File: src/rtl/cpu_access_sequencer.sv
`default_nettype none
// +----------------------------------------------------------------------------+
// | cpu_access_sequencer: queued load/store initiator for the cache CPU port.   |
// | Optional watchdog: CPU_SEQ_WATCHDOG_EN.  Revision 1.0                       |
// +----------------------------------------------------------------------------+
module cpu_access_sequencer #(
  parameter int CMD_DEPTH = 8,
  parameter int RSP_DEPTH = 8,
  parameter int TIMEOUT   = 64
) (
  input  logic        CLK,
  input  logic        RST,
  input  logic        cmd_valid,
  output logic        cmd_ready,
  input  logic        cmd_write,
  input  logic [9:0]  cmd_addr,
  input  logic [31:0] cmd_wdata,
  output logic        rsp_valid,
  input  logic        rsp_ready,
  output logic [9:0]  rsp_addr,
  output logic [31:0] rsp_rdata,
  output logic        MemReadCpu,
  output logic        MemWriteCpu,
  output logic [9:0]  Address,
  output logic [31:0] DataIn,
  input  logic        Stall,
  input  logic [31:0] DataOut,
  output logic        busy,
  output logic [15:0] stall_cycles,
  output logic [15:0] xfer_count,
  output logic        wdog_err
);

  localparam int CAW = $clog2(CMD_DEPTH);
  localparam int RAW = $clog2(RSP_DEPTH);
  localparam logic [CAW:0]   c_CMD_FULL  = (CAW+1)'(CMD_DEPTH);
  localparam logic [RAW+1:0] c_RSP_LIMIT = (RAW+2)'(RSP_DEPTH);

  if (CMD_DEPTH < 2 || (CMD_DEPTH & (CMD_DEPTH - 1)) != 0 ||
      RSP_DEPTH < 2 || (RSP_DEPTH & (RSP_DEPTH - 1)) != 0 ||
      TIMEOUT < 1 || TIMEOUT > 65535) begin : g_bad_params
    $error("cpu_access_sequencer: illegal parameter value");
  end

  typedef enum logic [0:0] {S_IDLE = 1'b0, S_REQ = 1'b1} state_t;
  state_t state_q, state_d;

  logic            cmd_wr_mem   [CMD_DEPTH];
  logic [9:0]      cmd_addr_mem [CMD_DEPTH];
  logic [31:0]     cmd_data_mem [CMD_DEPTH];
  logic [CAW-1:0]  cmd_wp_q, cmd_rp_q;
  logic [CAW:0]    cmd_cnt_q;

  logic [9:0]      rsp_addr_mem [RSP_DEPTH];
  logic [31:0]     rsp_data_mem [RSP_DEPTH];
  logic [RAW-1:0]  rsp_wp_q, rsp_rp_q;
  logic [RAW:0]    rsp_cnt_q;

  logic            rd_q, wr_q;
  logic [9:0]      addr_q;
  logic [31:0]     wdata_q;
  logic [15:0]     stall_q, xfer_q;

  logic            w_cmd_push, w_issue, w_done, w_rsp_push, w_rsp_pop, w_head_elig;
  logic [RAW+1:0]  w_rsp_resv;

  assign cmd_ready  = (cmd_cnt_q < c_CMD_FULL);
  assign w_cmd_push = cmd_valid && cmd_ready;
  assign rsp_valid  = (rsp_cnt_q != '0);
  assign w_rsp_pop  = rsp_valid && rsp_ready;
  assign w_rsp_push = w_done && rd_q;

  // A load in flight already owns a response slot, so count it as occupied.
  assign w_rsp_resv  = {1'b0, rsp_cnt_q} + {{(RAW+1){1'b0}}, rd_q};
  assign w_head_elig = (cmd_cnt_q != '0) &&
                       (cmd_wr_mem[cmd_rp_q] || (w_rsp_resv < c_RSP_LIMIT));

  always_comb begin
    state_d = state_q;
    w_issue = 1'b0;
    w_done  = 1'b0;
    case (state_q)
      S_IDLE: begin
        if (w_head_elig) begin
          state_d = S_REQ;
          w_issue = 1'b1;
        end
      end
      S_REQ: begin
        if (!Stall) begin
          w_done = 1'b1;
          if (w_head_elig) w_issue = 1'b1;
          else             state_d = S_IDLE;
        end
      end
      default: state_d = S_IDLE;
    endcase
  end

  always_ff @(posedge CLK) begin
    if (w_cmd_push) begin
      cmd_wr_mem[cmd_wp_q]   <= cmd_write;
      cmd_addr_mem[cmd_wp_q] <= cmd_addr;
      cmd_data_mem[cmd_wp_q] <= cmd_wdata;
    end
    if (w_rsp_push) begin
      rsp_addr_mem[rsp_wp_q] <= addr_q;
      rsp_data_mem[rsp_wp_q] <= DataOut;
    end
  end

  always_ff @(posedge CLK) begin
    if (RST) begin
      state_q   <= S_IDLE;
      cmd_wp_q  <= '0;
      cmd_rp_q  <= '0;
      cmd_cnt_q <= '0;
      rsp_wp_q  <= '0;
      rsp_rp_q  <= '0;
      rsp_cnt_q <= '0;
      rd_q      <= 1'b0;
      wr_q      <= 1'b0;
      addr_q    <= '0;
      wdata_q   <= '0;
      stall_q   <= '0;
      xfer_q    <= '0;
    end else begin
      state_q <= state_d;
      if (w_cmd_push) cmd_wp_q <= cmd_wp_q + CAW'(1);
      if (w_issue)    cmd_rp_q <= cmd_rp_q + CAW'(1);
      if (w_cmd_push && !w_issue)      cmd_cnt_q <= cmd_cnt_q + (CAW+1)'(1);
      else if (!w_cmd_push && w_issue) cmd_cnt_q <= cmd_cnt_q - (CAW+1)'(1);

      if (w_rsp_push) rsp_wp_q <= rsp_wp_q + RAW'(1);
      if (w_rsp_pop)  rsp_rp_q <= rsp_rp_q + RAW'(1);
      if (w_rsp_push && !w_rsp_pop)      rsp_cnt_q <= rsp_cnt_q + (RAW+1)'(1);
      else if (!w_rsp_push && w_rsp_pop) rsp_cnt_q <= rsp_cnt_q - (RAW+1)'(1);

      if (w_issue) begin
        rd_q    <= !cmd_wr_mem[cmd_rp_q];
        wr_q    <= cmd_wr_mem[cmd_rp_q];
        addr_q  <= cmd_addr_mem[cmd_rp_q];
        wdata_q <= cmd_wr_mem[cmd_rp_q] ? cmd_data_mem[cmd_rp_q] : 32'd0;
      end else if (w_done) begin
        rd_q <= 1'b0;
        wr_q <= 1'b0;
      end

      if (state_q == S_REQ && Stall && stall_q != 16'hFFFF) stall_q <= stall_q + 16'd1;
      if (w_done) xfer_q <= xfer_q + 16'd1;
    end
  end

`ifdef CPU_SEQ_WATCHDOG_EN
  localparam logic [15:0] c_WD_LIMIT = 16'(TIMEOUT);
  logic [15:0] wd_cnt_q;
  logic        wdog_q;

  always_ff @(posedge CLK) begin
    if (RST) begin
      wd_cnt_q <= '0;
      wdog_q   <= 1'b0;
    end else if (state_q == S_REQ && Stall) begin
      if (wd_cnt_q != 16'hFFFF) wd_cnt_q <= wd_cnt_q + 16'd1;
      if (wd_cnt_q + 16'd1 >= c_WD_LIMIT) wdog_q <= 1'b1;
    end else begin
      wd_cnt_q <= '0;
    end
  end

  assign wdog_err = wdog_q;
`else
  assign wdog_err = 1'b0;
`endif

  assign MemReadCpu   = rd_q;
  assign MemWriteCpu  = wr_q;
  assign Address      = addr_q;
  assign DataIn       = wdata_q;
  assign busy         = (state_q == S_REQ) || (cmd_cnt_q != '0);
  assign stall_cycles = stall_q;
  assign xfer_count   = xfer_q;
  // Head storage is not reset; gate it so reset shows zeros on the response port.
  assign rsp_addr     = rsp_valid ? rsp_addr_mem[rsp_rp_q] : 10'd0;
  assign rsp_rdata    = rsp_valid ? rsp_data_mem[rsp_rp_q] : 32'd0;

endmodule
`default_nettype wire

File: config.mk
export PLATFORM = sky130hd
export DESIGN_NAME = cpu_access_sequencer
export DESIGN_NICKNAME = d
export VERILOG_FILES = /design/src/rtl/cpu_access_sequencer.sv
export SDC_FILE = /design/constraint.sdc
export NUM_CORES = 1
export LEC_CHECK = 0
export CELL_PAD_IN_SITES_DETAIL_PLACEMENT = 1
export CELL_PAD_IN_SITES_GLOBAL_PLACEMENT = 2
export CORE_UTILIZATION = 49
export DETAILED_ROUTE_END_ITERATION = 7
export DONT_BUFFER_PORTS = 1
export GPL_ROUTABILITY_DRIVEN = 1
export PLACE_DENSITY_LB_ADDON = 0.1
export SYNTH_ARGS = -nofsm -noshare
export SYNTH_HDL_FRONTEND = slang
export SYNTH_SLANG_ARGS = --single-unit
File: constraint.sdc
create_clock -name CLK -period 8.23 [get_ports CLK]
set_input_delay 2.469 -clock CLK [delete_from_list [all_inputs] [get_ports CLK]]
set_output_delay 2.469 -clock CLK [all_outputs]
set_load 0.01 [all_outputs]
=== Word-level counts from Yosys, hierarchy flattened ===
Memories as Yosys holds them, arrays and structs flattened. A register that Yosys moved wholly into a read port is not among the register bits.
Cells that the tools add are included.

* Register bits after elaboration: 87
* Latch bits: 0
* Memory bits (writable): 680
* ROM bits: 0
* Input bits: 80
* Word-level logic and storage cells: 83
* Memories kept: 5

{| class="wikitable"
|+ Memory list
! name !! depth !! width !! read ports !! clocked after memory_dff !! write ports !! line !! text
|-
| cmd_data_mem || 8 || 32 || 1 || 1 || 1 || 50 || <nowiki>logic [31:0] cmd_data_mem [CMD_DEPTH];</nowiki>
|-
| rsp_data_mem || 8 || 32 || 1 || 1 || 1 || 55 || <nowiki>logic [31:0] rsp_data_mem [RSP_DEPTH];</nowiki>
|-
| cmd_addr_mem || 8 || 10 || 1 || 1 || 1 || 49 || <nowiki>logic [9:0] cmd_addr_mem [CMD_DEPTH];</nowiki>
|-
| rsp_addr_mem || 8 || 10 || 1 || 1 || 1 || 54 || <nowiki>logic [9:0] rsp_addr_mem [RSP_DEPTH];</nowiki>
|-
| cmd_wr_mem || 8 || 1 || 1 || 1 || 1 || 48 || <nowiki>logic cmd_wr_mem [CMD_DEPTH];</nowiki>
|}

* $add $sub $neg: 11
* Multipliers: 0
* Divide/modulo/power cells: 0
* Order comparisons: 2
* Equal/unequal tests: 1
* Shifts and indexed selects: 0
* Mux-type cells: 29
* Bitwise logic cells: 1
* Reduce and logical (&&, ||, !) cells: 22

{| class="wikitable"
|+ Operators with widths
! kind !! number
|-
| two-way mux 32 bit || 2
|-
| adder 16 x 1 -> 16 bit, second input constant || 2
|-
| two-way mux 3 bit || 8
|-
| two-way mux 4 bit || 4
|-
| inequality test 16 bit, second input constant || 1
|-
| adder 3 x 1 -> 3 bit, second input constant || 4
|-
| two-way mux 1 bit || 12
|-
| logical AND 1 bit || 10
|-
| two-way mux 10 bit || 1
|-
| adder 4 x 1 -> 4 bit, second input constant || 2
|-
| nonzero test 4 bit || 2
|-
| subtractor 4 x 1 -> 4 bit, second input constant || 2
|-
| nonzero test 2 bit || 3
|-
| adder 4 x 1 -> 5 bit || 1
|-
| zero test 1 bit || 5
|-
| < comparator 5 x 4 -> 1 bit, second input constant || 1
|-
| < comparator 4 bit, second input constant || 1
|-
| one-hot mux 1 bit (2 select lines) || 2
|-
| logical OR 1 bit || 2
|-
| NOT 1 bit || 1
|}

=== Longest topological paths before layout ===
* Word-level depth: 10
* Gate-level depth with buffers: 15

=== Least setup slack after synthesis ===
OpenSTA, ideal clock, no wires.

* Path type: input -> register
* Start: input Stall
* End: memory rsp_addr_mem[0][0], enable pin
* Library setup time: 0.494 ns
* Arrival time: 6.103 ns
* Required time: 7.736 ns
* Slack: 1.634 ns
* Cell stages on the path: 5
* Path buffers: 1
* Cell sequence: nor2b_1 buf_2 nand2_1 or2_2 nor3_1

* Word-level cells in the longest chain between the ends: 5

{| class="wikitable"
|+ Ends and longest elaborated chain
! element !! line !! text
|-
| from (decl) || 26 || <nowiki>input logic Stall,</nowiki>
|-
| two-way mux 1 bit || 90 || <nowiki>if (!Stall) begin</nowiki>
|-
| two-way mux 1 bit || 82 || <nowiki>case (state_q)</nowiki>
|-
| logical AND 1 bit || 71 || <nowiki>assign w_rsp_push = w_done && rd_q;</nowiki>
|-
| two-way mux 1 bit || 106 || <nowiki>if (w_rsp_push) begin</nowiki>
|-
| two-way mux 1 bit (implied by the code) || 107 || <nowiki>rsp_addr_mem[rsp_wp_q] <= addr_q;</nowiki>
|-
| to (decl) || 54 ||
|}

No other way between the ends.

==> results.py <==
metrics = {
    "outcome": {
        "outcome": "finished clean",
    },
    "clock_network": {
        "cts_resized": 0,
        "numCtsBuffers": 83,
        "cts_hold_buf": 0,
        "cts_root_buffer": "clkbuf_16",
        "clock_path_buffers": 3,
        "cts_tree": "yes",
        "cts_sinks": 783,
        "post_cts_buffers": 0,
        "htree_levels": 3,
        "clk_latency_ps": 620,
        "clk_pin_slew_worst_paths_ps": 60,
    },
    "grt": {
        "track_usage_pct": 21.0,
        "gr-total-overflow": 0,
        "grt_pass1_vias": 15400,
        "antenna_found_initial": 0,
        "grt_pass1_wl_um": 97900,
        "grt_max_degree": 102,
    },
    "detailed_routing": {
        "vias_per_cell": 5.89,
        "num_vias": 14200,
        "drt_first_pass_iters": 4,
        "wl_per_cell_um": 26.8,
        "antenna_left": 0,
        "drt_iter0_drc": 817,
        "wl_um": 64500,
        "highest_layer": "met4",
        "drc": 0,
        "wl_met1_um": 25600,
        "wl_met3_um": 3650,
        "dr_wl_met2_um": 33700,
    },
    "timing": {
        "finalHoldViolCount": 0,
        "setup_slack_ps": 2850,
        "slew_violations": 0,
        "tightest_slew_ps": 1120,
        "period_minus_slack_ps": 5380,
        "final.period_utilization_pct": 65.4,
        "finalClockSkew_ps": 21.4,
        "rsz0062_at_grt": "no",
        "fmax_mhz": 186,
        "fin_tns_setup_ps": 0,
        "finalSetupViolCount": 0,
        "hold_ws_ps": 480,
        "slew_headroom_pct": 25.0,
    },
    "synth": {
        "synth_top_area_share_pct": 67.6,
        "synth_enable_flop_cells": 680,
        "ys_warn_count": 0,
        "synth_nets": 1617,
        "ys_ff_latch": 783,
        "synth_area_leaders": "edfxtp_1, mux4_2, dfxtp_1, mux4_1, mux2i_1",
        "syn_area_per_cell_um2": 19.8,
        "yosysMostFrequentCell": "edfxtp_1",
        "netlist_area_um2": 30200,
        "yosysSeqAreaShare_pct": 74.4,
        "synthDistinctLibCells": 53,
        "synth_common_cells": "edfxtp_1, mux4_2, nor2_1, dfxtp_1, mux2i_1",
        "synth_ff_type": "edfxtp_1",
        "synth_cells": 1523,
        "yosysTopAreaCell": "edfxtp_1",
        "synth-async-reset-ratio_pct": 0,
    },
    "critical_path": {
        "crit_arrival_ps": 2910,
        "crit_fanout": 33,
        "cpPeakStageDelay_ps": 680,
        "critPathCaptureType": "output pin",
        "critPathKind": "register to output pin",
        "required_ps": 5760,
        "ff2ff_path_depth": 14,
        "cpMaxStageDelayCell": "dfxtp_4",
        "path_cells": "buf_4 -> mux4_2 -> mux2i_1 -> nor2_1",
        "crit_path_start_kind": "register",
    },
    "min_path": {
        "hp-class": "register to register",
        "holdPathStages": 2,
    },
    "power": {
        "p_leak_uw": 0.0105,
        "pwr_density_cell_nw_per_um2": 316,
        "ir_drop_mv": 0.194,
    },
    "final_layout": {
        "drive_above_1_share_pct": 21.3,
        "layout.nets": 1647,
        "areaGrowthSynthToFinish_pct": 12.3,
        "antenna_cells": 0,
    },
    "placed_design": {
        "dpl_worst_slack_ps": 2380,
        "dp_hpwl_um": 35400,
        "port-buffer-count": 0,
        "place_congestion": 0.737,
    },
    "floorplan": {
        "fp-row-count": 90,
        "die_h_um": 250,
        "die_w_um": 250,
        "ios": 202,
        "coreArea_um2": 60600,
        "start_util_pct": 49.9,
        "fp.dieArea_um2": 62600,
    },
    "flow_run": {
        "maxCapViolCount": 0,
    },
}
per-layer routing:
layer	vias to the layer above	GRT usage (%)
met4	0	6.08
met1	7506	25.1
met5	-	0
met3	100	5.61
li1	6280	-
met2	286	37.3
kinds of logic (layout without fill, tap and decap cells):
kind of cell / after synthesis / count (layout) / share of synthesized area [%]
AO/OA/AOI/OAI: 97 / 97 / 2.28
XOR/XNOR: 37 / 37 / 1.07
adder cells (fa/ha/maj): 14 / 14 / 0.630
buffers and inverters: 98 / 198 / 1.77
flip-flops: 783 / 783 / 74.4
multiplexers: 262 / 262 / 16.1
other: 1 / 1 / 0.0124
AND/OR/NAND/NOR: 231 / 231 / 3.65
worst max-delay path: cells and delay by family (launching register included):
family / cells / cell delay, ps
mux: 2 / 800
simple gates: 1 / 120
buf+inv: 1 / 650
flops: 1 / 680
final cells by class:
type | count | area [um2]
tap | 782 | 978
multi-input combinational | 642 | 7310
clock buffer | 103 | 2230
inverter | 14 | 52.6
clock inverter | 52 | 628
fill | 5156 | 26700
timing repair buffer | 29 | 218
sequential | 783 | 22500
through the flow:
stage / utilization (%) / total power, uW / instances / instance area (um2)
after floorplan: - / 6480 / 1523 / 30200
after global placement: 51.3 / 6960 / 2250 / 31100
after detailed placement: 51.3 / 7000 / 2250 / 31100
after CTS: 56.0 / 10900 / 2405 / 33900
after global routing: 56.0 / 11200 / 2405 / 33900
final: 56.0 / 10700 / 2405 / 33900
placed cells by master (no fill, tap or decap), types with 13 or more instances in the layout:
cell type | netlist | routed
mux2i_1 | 92 | 92
a31o_2 | 29 | 29
clkbuf_16 | 0 | 86
clkbuf_1 | 28 | 16
clkinv_2 | 0 | 16
mux4_2 | 129 | 129
buf_4 | 11 | 29
nor2_1 | 104 | 92
xor2_1 | 14 | 14
a211oi_1 | 16 | 16
xnor2_1 | 23 | 23
dfxtp_1 | 103 | 97
mux4_1 | 39 | 39
inv_1 | 13 | 13
a21oi_1 | 28 | 28
nor4_1 | 37 | 36
nand3_1 | 14 | 14
nand2_1 | 27 | 27
bufinv_16 | 0 | 13
edfxtp_1 | 680 | 680
path summary, 6_finish.rpt:
path	startpoint	endpoint	slack, ps
hold / removal	rsp_rp_q[1]$_SDFFE_PP0P_	register	480
setup / recovery	register	rsp_rdata[2]	2850
hold reg to reg	rsp_rp_q[1]$_SDFFE_PP0P_	register	480
setup reg to reg	register	cmd_cnt_q[3]$_SDFFE_PP0P_	4000
state kept, by name, indices dropped and copies added (netlist names), named ones only:
name,count
cmd_wp_q,3
DataIn,32
cmd_addr_mem,80
rsp_data_mem,256
cmd_wr_mem,8
Address,10
state_q,1
cmd_rp_q,3
MemReadCpu,1
rsp_wp_q,3
cmd_cnt_q,4
stall_cycles,16
rsp_rp_q,3
cmd_data_mem,256
MemWriteCpu,1
xfer_count,16
rsp_addr_mem,80
rsp_cnt_q,4
report_power, final:
part	leakage, uW	switching (uW)	internal, uW
clock network	0.00139	1520	2340
registers	0.00700	369	4610
logic	0.00216	1050	828
Note: power is estimated with default switching activity, not from simulation.
